<file path="config.mk">
export PLATFORM = sky130hd
export DESIGN_NAME = s2p_collector
export DESIGN_NICKNAME = d
export VERILOG_FILES = /design/src/rtl/s2p_collector.sv
export SDC_FILE = /design/constraint.sdc
export NUM_CORES = 1
export LEC_CHECK = 0
export BUFFER_PORTS_ARGS = -buffer_cell sky130_fd_sc_hd__buf_2
export CAP_MARGIN = 0
export CORE_MARGIN = 1.5
export CORE_UTILIZATION = 40
export DETAILED_ROUTE_END_ITERATION = 10
export PLACE_DENSITY = 0.7
export SLEW_MARGIN = 20
export SYNTH_ARGS = -nofsm -noshare
export SYNTH_HDL_FRONTEND = slang
export SYNTH_SLANG_ARGS = --single-unit
</file>
<file path="constraint.sdc">
create_clock -name clk -period 3.1 [get_ports clk]
set_input_delay 0.93 -clock clk [delete_from_list [all_inputs] [get_ports clk]]
set_output_delay 0.93 -clock clk [all_outputs]
set_load 0.02 [all_outputs]
</file>
<file path="src/rtl/s2p_collector.sv">
// Serial-to-parallel collector: assembles WIDTH shifted bits into a word and queues it in a 2-entry FIFO.
// Word visible 1 clk after last bit; holds under d_ready=0, drops new words with sticky overrun when full.
module s2p_collector #(
  parameter int WIDTH     = 8,
  parameter bit LSB_FIRST = 1'b1
) (
  input  logic                     clk,
  input  logic                     rst_n,
  input  logic                     d_in,
  input  logic                     shift,
  input  logic                     clear,
  output logic [WIDTH-1:0]         d_out,
  output logic                     d_valid,
  input  logic                     d_ready,
  output logic                     busy,
  output logic [$clog2(WIDTH)-1:0] bit_cnt,
  output logic                     overrun
);

  localparam int CW = $clog2(WIDTH);
  localparam logic [0:0] IDLE = 1'b0;
  localparam logic [0:0] RECV = 1'b1;

  logic [0:0]       state;
  logic [WIDTH-1:0] shreg;
  logic [WIDTH-1:0] next_word;
  logic [WIDTH-1:0] mem [2];
  logic             rd_ptr;
  logic             wr_ptr;
  logic [1:0]       count;
  logic             capture;
  logic             last_bit;
  logic             push;
  logic             pop;
  logic             full;
  logic             wr_ok;
  logic [CW-1:0]    pos;

  assign capture  = shift & ~clear;
  assign last_bit = (bit_cnt == CW'(WIDTH-1));
  assign push     = capture & last_bit;
  assign d_valid  = (count != 2'd0);
  assign full     = (count == 2'd2);
  assign pop      = d_valid & d_ready;
  // A full FIFO still accepts a push when the head leaves on the same edge.
  assign wr_ok    = push & (~full | pop);
  assign wr_ptr   = rd_ptr ^ count[0];
  assign pos      = LSB_FIRST ? bit_cnt : (CW'(WIDTH-1) - bit_cnt);
  assign busy     = (state == RECV);
  assign d_out    = d_valid ? mem[rd_ptr] : '0;

  always_comb begin
    next_word      = shreg;
    next_word[pos] = d_in;
  end

  always_ff @(posedge clk) begin
    if (!rst_n) begin
      state   <= IDLE;
      bit_cnt <= '0;
      shreg   <= '0;
      rd_ptr  <= 1'b0;
      count   <= 2'd0;
      overrun <= 1'b0;
      for (int i = 0; i < 2; i++) mem[i] <= '0;
    end else begin
      if (clear) begin
        state   <= IDLE;
        bit_cnt <= '0;
        shreg   <= '0;
      end else if (shift) begin
        if (last_bit) begin
          state   <= IDLE;
          bit_cnt <= '0;
          shreg   <= '0;
        end else begin
          state   <= RECV;
          bit_cnt <= bit_cnt + CW'(1);
          shreg   <= next_word;
        end
      end
      if (wr_ok) mem[wr_ptr] <= next_word;
      if (pop) rd_ptr <= ~rd_ptr;
      count <= count + {1'b0, wr_ok} - {1'b0, pop};
      if (push && full && !pop) overrun <= 1'b1;
    end
  end

endmodule

</file>
=== Word-level counts from Yosys, hierarchy flattened ===
Memory sizes are Yosys's and may differ from the RTL's. A register that Yosys moved wholly into a read port is not among the register bits.
Index checks and enable logic that the tools add are counted.

* Add/sub/neg operators: 3
* $lt $le $gt $ge: 2
* Eq/ne operators: 2
* Mux-type cells: 16
* Bitwise operators: 10
* Reduce and logical (&&, ||, !) cells: 7

{| class="wikitable"
|+ Operator list
! cell !! count
|-
| two-way mux 8 bit || 3
|-
| two-way mux 1 bit || 10
|-
| bitwise mux 8 bit || 1
|-
| OR reduction 8 bit || 1
|-
| bitwise AND 1 bit || 4
|-
| less-than comparator 3 x 4 -> 1 bit, second input constant || 1
|-
| inverter 1 bit || 4
|-
| adder 3 x 1 -> 3 bit, second input constant || 1
|-
| demux 1 bit (select 3 bit) || 1
|-
| equality test 3 bit, second input constant || 1
|-
| >= comparator 3 x 1 -> 1 bit, second input constant || 1
|-
| logical AND 1 bit || 3
|-
| two-way mux 3 bit || 1
|-
| adder 2 x 1 -> 2 bit || 1
|-
| equality test 2 bit, second input constant || 1
|-
| nonzero test 2 bit || 1
|-
| OR reduction 2 bit || 1
|-
| subtractor 2 x 1 -> 2 bit || 1
|-
| logical NOT 1 bit || 1
|-
| bitwise OR 1 bit || 1
|-
| bitwise XOR 1 bit || 1
|}

* Register bits: 16
* RAM bits: 16
* Input bits: 6
* Output and inout port bits: 14
* Logic and storage cells: 47
* Memories kept: 1

{| class="wikitable"
|+ Memory list
! name !! words !! bits a word !! rd ports !! clocked after memory_dff !! write ports !! line !! text
|-
| mem || 2 || 8 || 1 || 1 || 2 || 27 || <nowiki>logic [WIDTH-1:0] mem [2];</nowiki>
|}

=== Logic depth before layout (Yosys ltp) ===
Gate-level depths: netlist of run 1.

* Depth after elaboration: 9
* Mapped depth: 10
* Depth with buffers taken out: 10

=== Least setup slack after synthesis of run 1 ===
Ideal clock, no wire load.

* Path type: input port to flip-flop
* Start: input shift
* End: memory mem[0][0] (enable)
* Library setup time: 384 ps
* Data arrival time: 1,983 ps
* Data required time: 2,716 ps
* Setup slack: 733 ps
* Stages: 4
* Cells stage by stage: buf_4 > and3b_1 > nand2_1 > o21ai_0

{| class="wikitable"
|+ RTL lines
! what !! line !! text
|-
| from (decl) || 10 || <nowiki>input logic shift,</nowiki>
|-
| to (decl) || 27 ||
|}

=== Worst setup path in the final report of run 1 ===
* Start: register bit_cnt[1]
* End: register count[1]

* Longest elaborated chain between the ends: 5

{| class="wikitable"
|+ RTL lines
! what !! line !! text
|-
| from (decl) || 16 || <nowiki>output logic [$clog2(WIDTH)-1:0] bit_cnt,</nowiki>
|-
| from (signal assigned) || 78 || <nowiki>bit_cnt <= bit_cnt + CW'(1);</nowiki>
|-
| equality test 3 bit || 40 || <nowiki>assign last_bit = (bit_cnt == CW'(WIDTH-1));</nowiki>
|-
| bitwise AND 1 bit || 41 || <nowiki>assign push = capture & last_bit;</nowiki>
|-
| bitwise AND 1 bit || 46 || <nowiki>assign wr_ok = push & (~full | pop);</nowiki>
|-
| adder 2 x 1 -> 2 bit || 84 || <nowiki>count <= count + {1'b0, wr_ok} - {1'b0, pop};</nowiki>
|-
| subtractor 2 x 1 -> 2 bit || 84 ||
|-
| to (signal assigned) || 84 ||
|-
| to (decl) || 30 || <nowiki>logic [1:0] count;</nowiki>
|}

No other way between the ends.
A chain may end at the register's enable or synchronous reset.

==> results by group, run 1 <==
CTS
  • Root buffer cell: clkbuf_8
  • Post-CTS Setup Bufs: 0
  • # clock sinks: 33
  • Clock-pin slew on the worst setup and hold paths: 0.07 ns
  • CTS tree: yes
  • Clock Tree Buf Depth: 2
  • Post-CTS sizing: 0
  • Total CTS buffers: 5
  • # hold bufs at CTS: 0
  • Clock Latency Late Sink: 0.28 ns
  • Max H-tree Level: 2

STA
  • F_max: 412.2 MHz
  • Setup TNS: 0 ns
  • Fin Hold WS: 0.4625 ns
  • Period utilization: 0.7826
  • Clk_skew: 0.005976 ns
  • Hold Fails Final Rpt: 0
  • Worst-margin pin slew: 0.5944 ns
  • Final setup fails: 0
  • Min cycle time layout: 2.426 ns
  • Worst slew margin: 0.6023
  • RSZ-0062 raised after global routing: false
  • Max Slew Vio Count: 0

Cells and area
  • # fillers: 400
  • Multi-input logic area: 769.5 um2
  • Area Growth Syn to Fin: 14.51%
  • # nets final: 195
  • Register area: 820.8 um2
  • Inserted Diodes: 0
  • Layout cells sized above 1: 0.1613

Worst setup path
  • Setup crit end kind: register
  • Worst reg2reg startpoint: bit_cnt[1]
  • WP data arrival: 2.60 ns
  • Setup crit start kind: register
  • Reg2Reg Depth: 10
  • Reg-to-reg endpoint: count[1]
  • R2r setup slk: 0.67 ns
  • Worst EP required: 3.28 ns
  • Max FO, Critical Path: 15
  • CP Class: reg2reg

Synth
  • Syn Nets: 176
  • Post-synth EDFFs: 16
  • Synthesized cell area: 1655 um2
  • Synth warn: 0
  • Sequential-to-total area share from yosys stat: 0.4958
  • Commonest cells post-synth: 30 x nor2_1, 18 x mux2i_1, 17 x dfxtp_1
  • Ys async rst share: 0
  • Count leader, synth: nor2_1
  • Predominant post-synthesis flop cell: dfxtp_1
  • Synth Instances: 166
  • Top cells by area, synth: edfxtp_1 29%, dfxtp_1 21%, mux2i_1 11%
  • Mean post-synth cell area: 9.972 um2
  • Synth unique cells: 27
  • Share of the synthesized area in the top cell type: 0.2902
  • Post-synthesis register bit count: 33
  • Post-synth top area cell: edfxtp_1

Routing
  • Initial drt markers: 25
  • Initial DRT Pass Iterations: 4
  • Residual DRC count: 0
  • Wire per inst: 12.02 um
  • Via density: 5.017
  • Final ANT Viol Nets: 0
  • Via Count: 1184
  • Post-Route WL: 2.836 mm

Global routing
  • Total gr overflow: 0
  • Vias in the first global route: 1048
  • First-pass GRT wire length: 4.857 mm
  • Largest net degree at the start of global routing: 22
  • Antenna violations before repair: 0
  • GRT Total Usage: 0.1459

Placement
  • PortBufs: 19
  • GPL Wtd Cong: 0.7296
  • Final HPWL DP: 1.969 mm

Pwr
  • Static Leak: 0.7354 nW
  • Worst vdd ir: 0.2418 mV
  • Total power: 0.8968 mW
  • Power per cell area: 473.1 nW/um2

Die
  • Core area: 4000 um2
  • Die footprint: 4533 um2
  • Die Ht: 67.33 um
  • Rows: 23
  • Initial Util: 0.4138
  • Top Ports: 20
  • Die X: 67.33 um

Job
  • Max cap viols: 0

Hold path
  • HP Class: reg2reg
  • Min-Delay Path Depth: 1
  • Worst Min Path Start: overrun
  • WHS Endpoint: overrun

Outcome
  • Status: finished, final reports clean
cell type report:
class	instances	share of cell area
Sequential cell	33	0.4330
Clock inverter	2	0.01782
Inverter	3	0.005941
Timing Repair Buffer	23	0.06601
Clock buffer	6	0.03828
Multi-Input combinational cell	119	0.4059
Tap cell	50	0.03300
kinds of logic (layout without fill, tap and decap cells):
family / count (synthesis) / count (layout) / synth area share
XOR/XNOR: 5 / 5 / 0.02645
AO/OA/AOI/OAI: 21 / 21 / 0.07861
buffers and inverters: 14 / 34 / 0.03930
multiplexers: 18 / 18 / 0.1088
adder cells (fa/ha/maj): 4 / 4 / 0.03024
flip-flops: 33 / 33 / 0.4958
AND/OR/NAND/NOR: 71 / 71 / 0.2207
flip-flops by register name (all words and copies together) (netlist names), named ones only:
name     count
count        2
shreg        8
busy         1
overrun      1
rd_ptr       1
mem         16
bit_cnt      3
per-layer routing:
metal	part of all wire	GRT usage
met5	0	0
met4	0.018	0.08418
met3	0.042	0.03000
met2	0.47	0.2376
met1	0.46	0.1789
power by group:
group	internal [mW]	switching, mW	leakage [nW]
registers	0.465	0.00351	0.302
clock network	0.237	0.150	0.0528
logic	0.0151	0.0263	0.380
total	0.717	0.180	0.735
critical path: stages, from the launching register on:
cell and delay [ns]:
dfxtp_1 0.62, ha_1 0.24, ha_1 0.25, and3b_1 0.23, nand2_1 0.10, ha_1 0.28, inv_1 0.03, ha_1 0.17
xnor2_1 0.13, xnor2_1 0.12, and2_1 0.15
cell usage in the layout (no fill, tap or decap):
cell,n
nor3_1,2
and2_1,5
o21a_1,1
xnor2_1,4
o311ai_0,2
mux2i_1,18
nor2_1,30
buf_4,4
nor2b_1,4
inv_1,3
xor2_1,1
bufinv_16,1
or3b_4,1
ha_1,4
clkbuf_1,1
buf_2,19
dfxtp_1,17
clkinv_1,1
nand3b_1,4
o21ai_0,3
nand2b_1,5
edfxtp_1,16
a21oi_1,9
o211ai_1,6
nand2_1,4
nand3_1,7
and3b_1,1
nor3b_1,4
nand4_1,4
clkbuf_8,5
stage by stage:
step           setup WS (ns)  instances    util  area [um2]
2_1_floorplan         0.7332        166       -        1655
3_3_place_gp          0.6775        228  0.4473        1789
3_5_place_dp          0.6443        228  0.4473        1789
4_1_cts               0.6751        236  0.4739        1896
5_1_grt               0.5133        236  0.4739        1896
6_report              0.6739        236  0.4739        1896
how the worst max path moves through the flow:
| stage | depth (start not counted) | slack, ns | end | from |
|---|---|---|---|---|
| 3_5_place_dp | 9 | 0.64 | count[1] | shift |
| 2_1_floorplan | 4 | 0.73 | mem[0][0] | shift |
| 5_1_grt | 10 | 0.51 | count[1] | bit_cnt[1] |
| 3_3_place_gp | 9 | 0.68 | count[1] | shift |
| 4_1_cts | 10 | 0.68 | count[1] | bit_cnt[1] |
| 6_report | 10 | 0.67 | count[1] | bit_cnt[1] |
Note: power is estimated with default switching activity, not from simulation.
==> inputs of run 2 (changes only) <==
==> constraint.sdc (replaced) <==
create_clock -name clk -period 2.24 [get_ports clk]
set_input_delay 0.672 -clock clk [delete_from_list [all_inputs] [get_ports clk]]
set_output_delay 0.672 -clock clk [all_outputs]
set_load 0.02 [all_outputs]
==> run 2 against run 1 <==
Sequential share of layout area down 1.1 points. Critical path type unchanged. Critical endpoint unchanged. Largest power group is now clock. Core utilization up 1.3 points. First-iteration DRC count up 80%.
==> results by group, run 2 (synthesis gave the netlist of run 1 again) <==
CTS
  • Clock-pin slew on the worst setup and hold paths: 0.07 ns
  • Total CTS buffers: 5
  • Max H-tree Level: 2
  • Root buffer cell: clkbuf_8
  • # hold bufs at CTS: 0
  • # clock sinks: 33
  • Clock Tree Buf Depth: 2
  • Post-CTS sizing: 0
  • Clock Latency Late Sink: 0.28 ns
  • CTS tree: yes
  • Post-CTS Setup Bufs: 0

Cells and area
  • Regs by FF count: mem: 16 flops, shreg: 8 flops, bit_cnt: 3 flops
  • Commonest non-fill, non-tap cell in the layout: nor2_1
  • Max reg flops: 16
  • Area Growth Syn to Fin: 17.54%
  • # nets final: 198
  • Layout cells sized above 1: 0.1852
  • Top reg by flops: mem
  • Inserted Diodes: 0
  • Most frequent cells in the layout: 30 x nor2_1, 19 x buf_2, 18 x mux2i_1

Worst setup path
  • R2r setup slk: 0.20 ns
  • Crit-path slowest cell: dfxtp_1
  • Worst EP required: 2.42 ns
  • Reg-to-reg endpoint: count[1]
  • WP data arrival: 2.22 ns
  • Setup crit end kind: register
  • Reg2Reg Depth: 10
  • Worst reg2reg startpoint: bit_cnt[1]
  • CP Class: reg2reg
  • Setup crit start kind: register
  • Crit path cell chain: ha_1, ha_1, and3b_1, nand2_1, ha_1, inv_1, ha_1, xnor2_1, xnor2_1, and2_1
  • Max FO, Critical Path: 5
  • Max stage delay on crit path: 0.35 ns
  • Cell mode on critical path: ha_1

STA
  • Clk_skew: 0.004776 ns
  • Max Slew Vio Count: 0
  • Hold Fails Final Rpt: 0
  • Worst slew margin: 0.7055
  • F_max: 490.5 MHz
  • Final setup fails: 0
  • Setup TNS: 0 ns
  • Worst-margin pin slew: 0.4412 ns
  • RSZ-0062 raised after global routing: false
  • Period utilization: 0.9101
  • Min cycle time layout: 2.039 ns

Pwr
  • Total power: 1.361 mW
  • Worst vdd ir: 0.2878 mV
  • Power per cell area: 699.5 nW/um2
  • Static Leak: 0.7651 nW

Global routing
  • Met2 GRT Util: 0.2512
  • Vias in the first global route: 1104
  • Most used routing layer: met2
  • GR Layer Usage met1: 0.1737
  • Total gr overflow: 0
  • Met3 Use GR: 0.03500
  • Antenna violations before repair: 0
  • GRT Total Usage: 0.1491
  • Largest net degree at the start of global routing: 22
  • First-pass GRT wire length: 5.023 mm

Routing
  • Wire per inst: 11.60 um
  • Initial drt markers: 45
  • Via density: 4.975
  • Residual DRC count: 0
  • Via Count: 1189
  • Initial DRT Pass Iterations: 4
  • Final ANT Viol Nets: 0
  • Post-Route WL: 2.773 mm

Placement
  • PortBufs: 19
  • GPL Wtd Cong: 0.7148
  • Final HPWL DP: 1.993 mm

Hold path
  • Worst Min Path Start: overrun
  • WHS Endpoint: overrun
  • HP Class: reg2reg
  • Min-Delay Path Depth: 1

Die
  • Die footprint: 4533 um2
  • Top Ports: 20
  • Die X: 67.33 um
  • Core area: 4000 um2
  • Die Ht: 67.33 um
  • Initial Util: 0.4138
  • Rows: 23

Job
  • Max cap viols: 0

Outcome
  • Status: finished, final reports clean
run 2: changes by cell type in the layout (fill, tap and decap cells not counted):
cell / previous run / this run
buf_4: 4 / 7
clkinv_1: 1 / 0
clkinv_2: 0 / 1
bufinv_16: 1 / 2
clkbuf_1: 1 / 0
run 2: worst max path at each step:
stage               start   endpoint  cells past startpoint
2_1_floorplan  bit_cnt[1]  mem[0][0]                      5
3_3_place_gp      d_ready   count[1]                      9
3_5_place_dp      d_ready   count[1]                      9
4_1_cts        bit_cnt[1]   count[1]                     10
5_1_grt        bit_cnt[1]   count[1]                     10
6_report       bit_cnt[1]   count[1]                     10
run 2: per-layer routing:
| metal | routed length, um | share of wire |
|---|---|---|
| met1 | 1233 | 0.44 |
| met2 | 1350 | 0.49 |
| met3 | 113 | 0.041 |
| met4 | 74 | 0.027 |
| met5 | 0 | 0 |
run 2: layout make-up:
class | count | area [um2]
Clock buffer | 5 | 68.82
Inverter | 3 | 11.26
Fill cell | 375 | 2054
Sequential cell | 33 | 820.8
Timing Repair Buffer | 26 | 147.6
Clock inverter | 3 | 65.06
Tap cell | 50 | 62.56
Multi-Input combinational cell | 119 | 769.5
run 2: where the power goes:
part | internal [mW] | switching (mW) | total [mW] | leakage [nW]
Sequential | 0.643 | 0.00367 | 0.647 | 0.302
Combinational | 0.0224 | 0.0372 | 0.0596 | 0.395
Clock | 0.442 | 0.213 | 0.655 | 0.0681
Total | 1.11 | 0.254 | 1.36 | 0.765
run 2: critical path: cells and delay by family, from the launching register on:
kind          cells  cell delay [ns]
fa+ha+maj         4             0.84
simple gates      3             0.47
flops             1             0.35
xor+xnor          2             0.25
buf+inv           1             0.04
run 2: metrics by stage:
step | worst slack [ns] | util | hold slack (ns) | instance area, um2 | std cells
after global routing | 0.05361 | 0.4864 | 0.5091 | 1946 | 239
after CTS | 0.1971 | 0.4864 | 0.4635 | 1946 | 239
after global placement | 0.1043 | 0.4529 | 0.4440 | 1812 | 231
final | 0.2014 | 0.4864 | 0.4601 | 1946 | 239
after detailed placement | 0.06962 | 0.4529 | 0.4477 | 1812 | 231
after floorplan | 0.07297 | - | 0.4699 | 1655 | 166
==> inputs of run 3 (changes only) <==
--- a/config.mk
+++ b/config.mk
@@ -10,6 +10,7 @@
 export CORE_MARGIN = 1.5
 export CORE_UTILIZATION = 40
 export DETAILED_ROUTE_END_ITERATION = 10
+export MAX_ROUTING_LAYER = met4
 export PLACE_DENSITY = 0.7
 export SLEW_MARGIN = 20
 export SYNTH_ARGS = -nofsm -noshare
==> run 3 against run 2 <==
Sequential cell count unchanged. Non-clock buffer count unchanged. Count of clock-buffer cells in the layout unchanged. Power about the same. Critical path type unchanged. Largest cell class unchanged. Largest power group unchanged.
==> results by group, run 3 (synthesis gave the netlist of run 1 again) <==
Worst setup path
  • Crit-path leading delay family: adder cells
  • Crit-path slowest cell: dfxtp_1
  • Setup crit end kind: register
  • WP data arrival: 2.21 ns
  • Worst EP required: 2.42 ns
  • Crit path cell chain: ha_1, ha_1, and3b_1, nand2_1, ha_1, inv_1, ha_1, xnor2_1, xnor2_1, and2_1
  • CP Buf/Inv Count: 1
  • Max FO, Critical Path: 5
  • Max stage delay on crit path: 0.34 ns
  • CP Class: reg2reg
  • Setup crit start kind: register
  • Cell mode on critical path: ha_1

Routing
  • Initial DRT Pass Iterations: 6
  • Residual DRC count: 0
  • Final ANT Viol Nets: 0
  • Initial drt markers: 43
  • Post-Route WL: 2.765 mm
  • Wire per inst: 11.57 um
  • Via density: 4.987
  • Via Count: 1192

Cells and area
  • # fillers: 375
  • Area Growth Syn to Fin: 17.54%
  • # nets final: 198
  • Top reg by flops: mem
  • Most frequent cells in the layout: 30 x nor2_1, 19 x buf_2, 18 x mux2i_1
  • Core Util, Final: 0.4864
  • Regs by FF count: mem: 16 flops, shreg: 8 flops, bit_cnt: 3 flops
  • Layout cells sized above 1: 0.1852
  • Max reg flops: 16
  • Inserted Diodes: 0
  • Commonest non-fill, non-tap cell in the layout: nor2_1

Pwr
  • Worst vdd ir: 0.2875 mV
  • Internal Power: 1.107 mW
  • Power per cell area: 698.9 nW/um2
  • Combinational power share: 0.044
  • Psw: 0.2527 mW
  • Clock Power Share: 0.481
  • Static Leak: 0.7651 nW
  • Total power: 1.360 mW
  • Sequential power share: 0.476
  • Switching part of the total: 0.1858

Global routing
  • Antenna violations before repair: 0
  • Largest net degree at the start of global routing: 22
  • First-pass GRT wire length: 5.016 mm
  • GRT Total Usage: 0.1535
  • Vias in the first global route: 1098
  • Total gr overflow: 0

Die
  • Die X: 67.33 um
  • Die footprint: 4533 um2
  • Top Ports: 20
  • Core area: 4000 um2
  • Rows: 23
  • Die Ht: 67.33 um
  • Initial Util: 0.4138

STA
  • Period utilization: 0.9074
  • F_max: 492.0 MHz
  • Setup TNS: 0 ns
  • Clk_skew: 0.005032 ns
  • Max Slew Vio Count: 0
  • Worst slew margin: 0.7018
  • Min cycle time layout: 2.033 ns
  • Worst-margin pin slew: 0.4473 ns
  • RSZ-0062 raised after global routing: false
  • Final setup fails: 0
  • Hold Fails Final Rpt: 0

Hold path
  • HP Class: reg2reg

CTS
  • Total CTS buffers: 5
  • Post-CTS Setup Bufs: 0
  • Root buffer cell: clkbuf_8
  • CTS tree: yes
  • Clock Latency Late Sink: 0.28 ns
  • # clock sinks: 33
  • Max H-tree Level: 2
  • Clock-pin slew on the worst setup and hold paths: 0.07 ns
  • Post-CTS sizing: 0
  • # hold bufs at CTS: 0
  • Clock Tree Buf Depth: 2

Placement
  • PortBufs: 19
  • Final HPWL DP: 1.993 mm
  • GPL Wtd Cong: 0.7230

Outcome
  • Status: finished, final reports clean

Job
  • Max cap viols: 0
## run 3: cell counts in the layout (fill, tap and decap cells not counted)
Identical to the previous run, type by type.
## run 3: final timing paths
kind | from | endpoint | slack [ns] | cells after the start
setup / recovery | bit_cnt[1] | count[1] | 0.21 | 10
hold / removal | overrun | overrun | 0.46 | 1
setup reg to reg | bit_cnt[1] | count[1] | 0.21 | 10
hold reg to reg | overrun | overrun | 0.46 | 1
## run 3: area by class of cell
class                      count  area (um2)  share of cell area
clock buffer                   5       68.82             0.03537
tap                           50       62.56             0.03215
sequential                    33       820.8              0.4219
multi-input combinational    119       769.5              0.3955
inverter                       3       11.26            0.005788
clock inverter                 3       65.06             0.03344
timing repair buffer          26       147.6             0.07588
## run 3: power groups by stage
stage,registers [mW],logic (mW),clock network (mW)
2_1_floorplan,0.663,0.0405,0
3_3_place_gp,0.660,0.0596,0
3_5_place_dp,0.660,0.0598,0
4_1_cts,0.647,0.0604,0.667
5_1_grt,0.648,0.0679,0.687
6_report,0.647,0.0594,0.654
## run 3: layer usage
metal  wire length (um)  track usage
met2               1339       0.2488
met4                 72      0.08418
met5                  0            -
met1               1239       0.1758
met3                114      0.03500
## run 3: stage by stage
step                      instance area (um2)  worst slack [ns]  hold WS, ns  std cells
after floorplan                          1655           0.07297       0.4699        166
after global placement                   1812            0.1043       0.4440        231
after detailed placement                 1812           0.06962       0.4477        231
after CTS                                1946            0.1971       0.4635        239
after global routing                     1946           0.05361       0.5091        239
final                                    1946            0.2074       0.4600        239
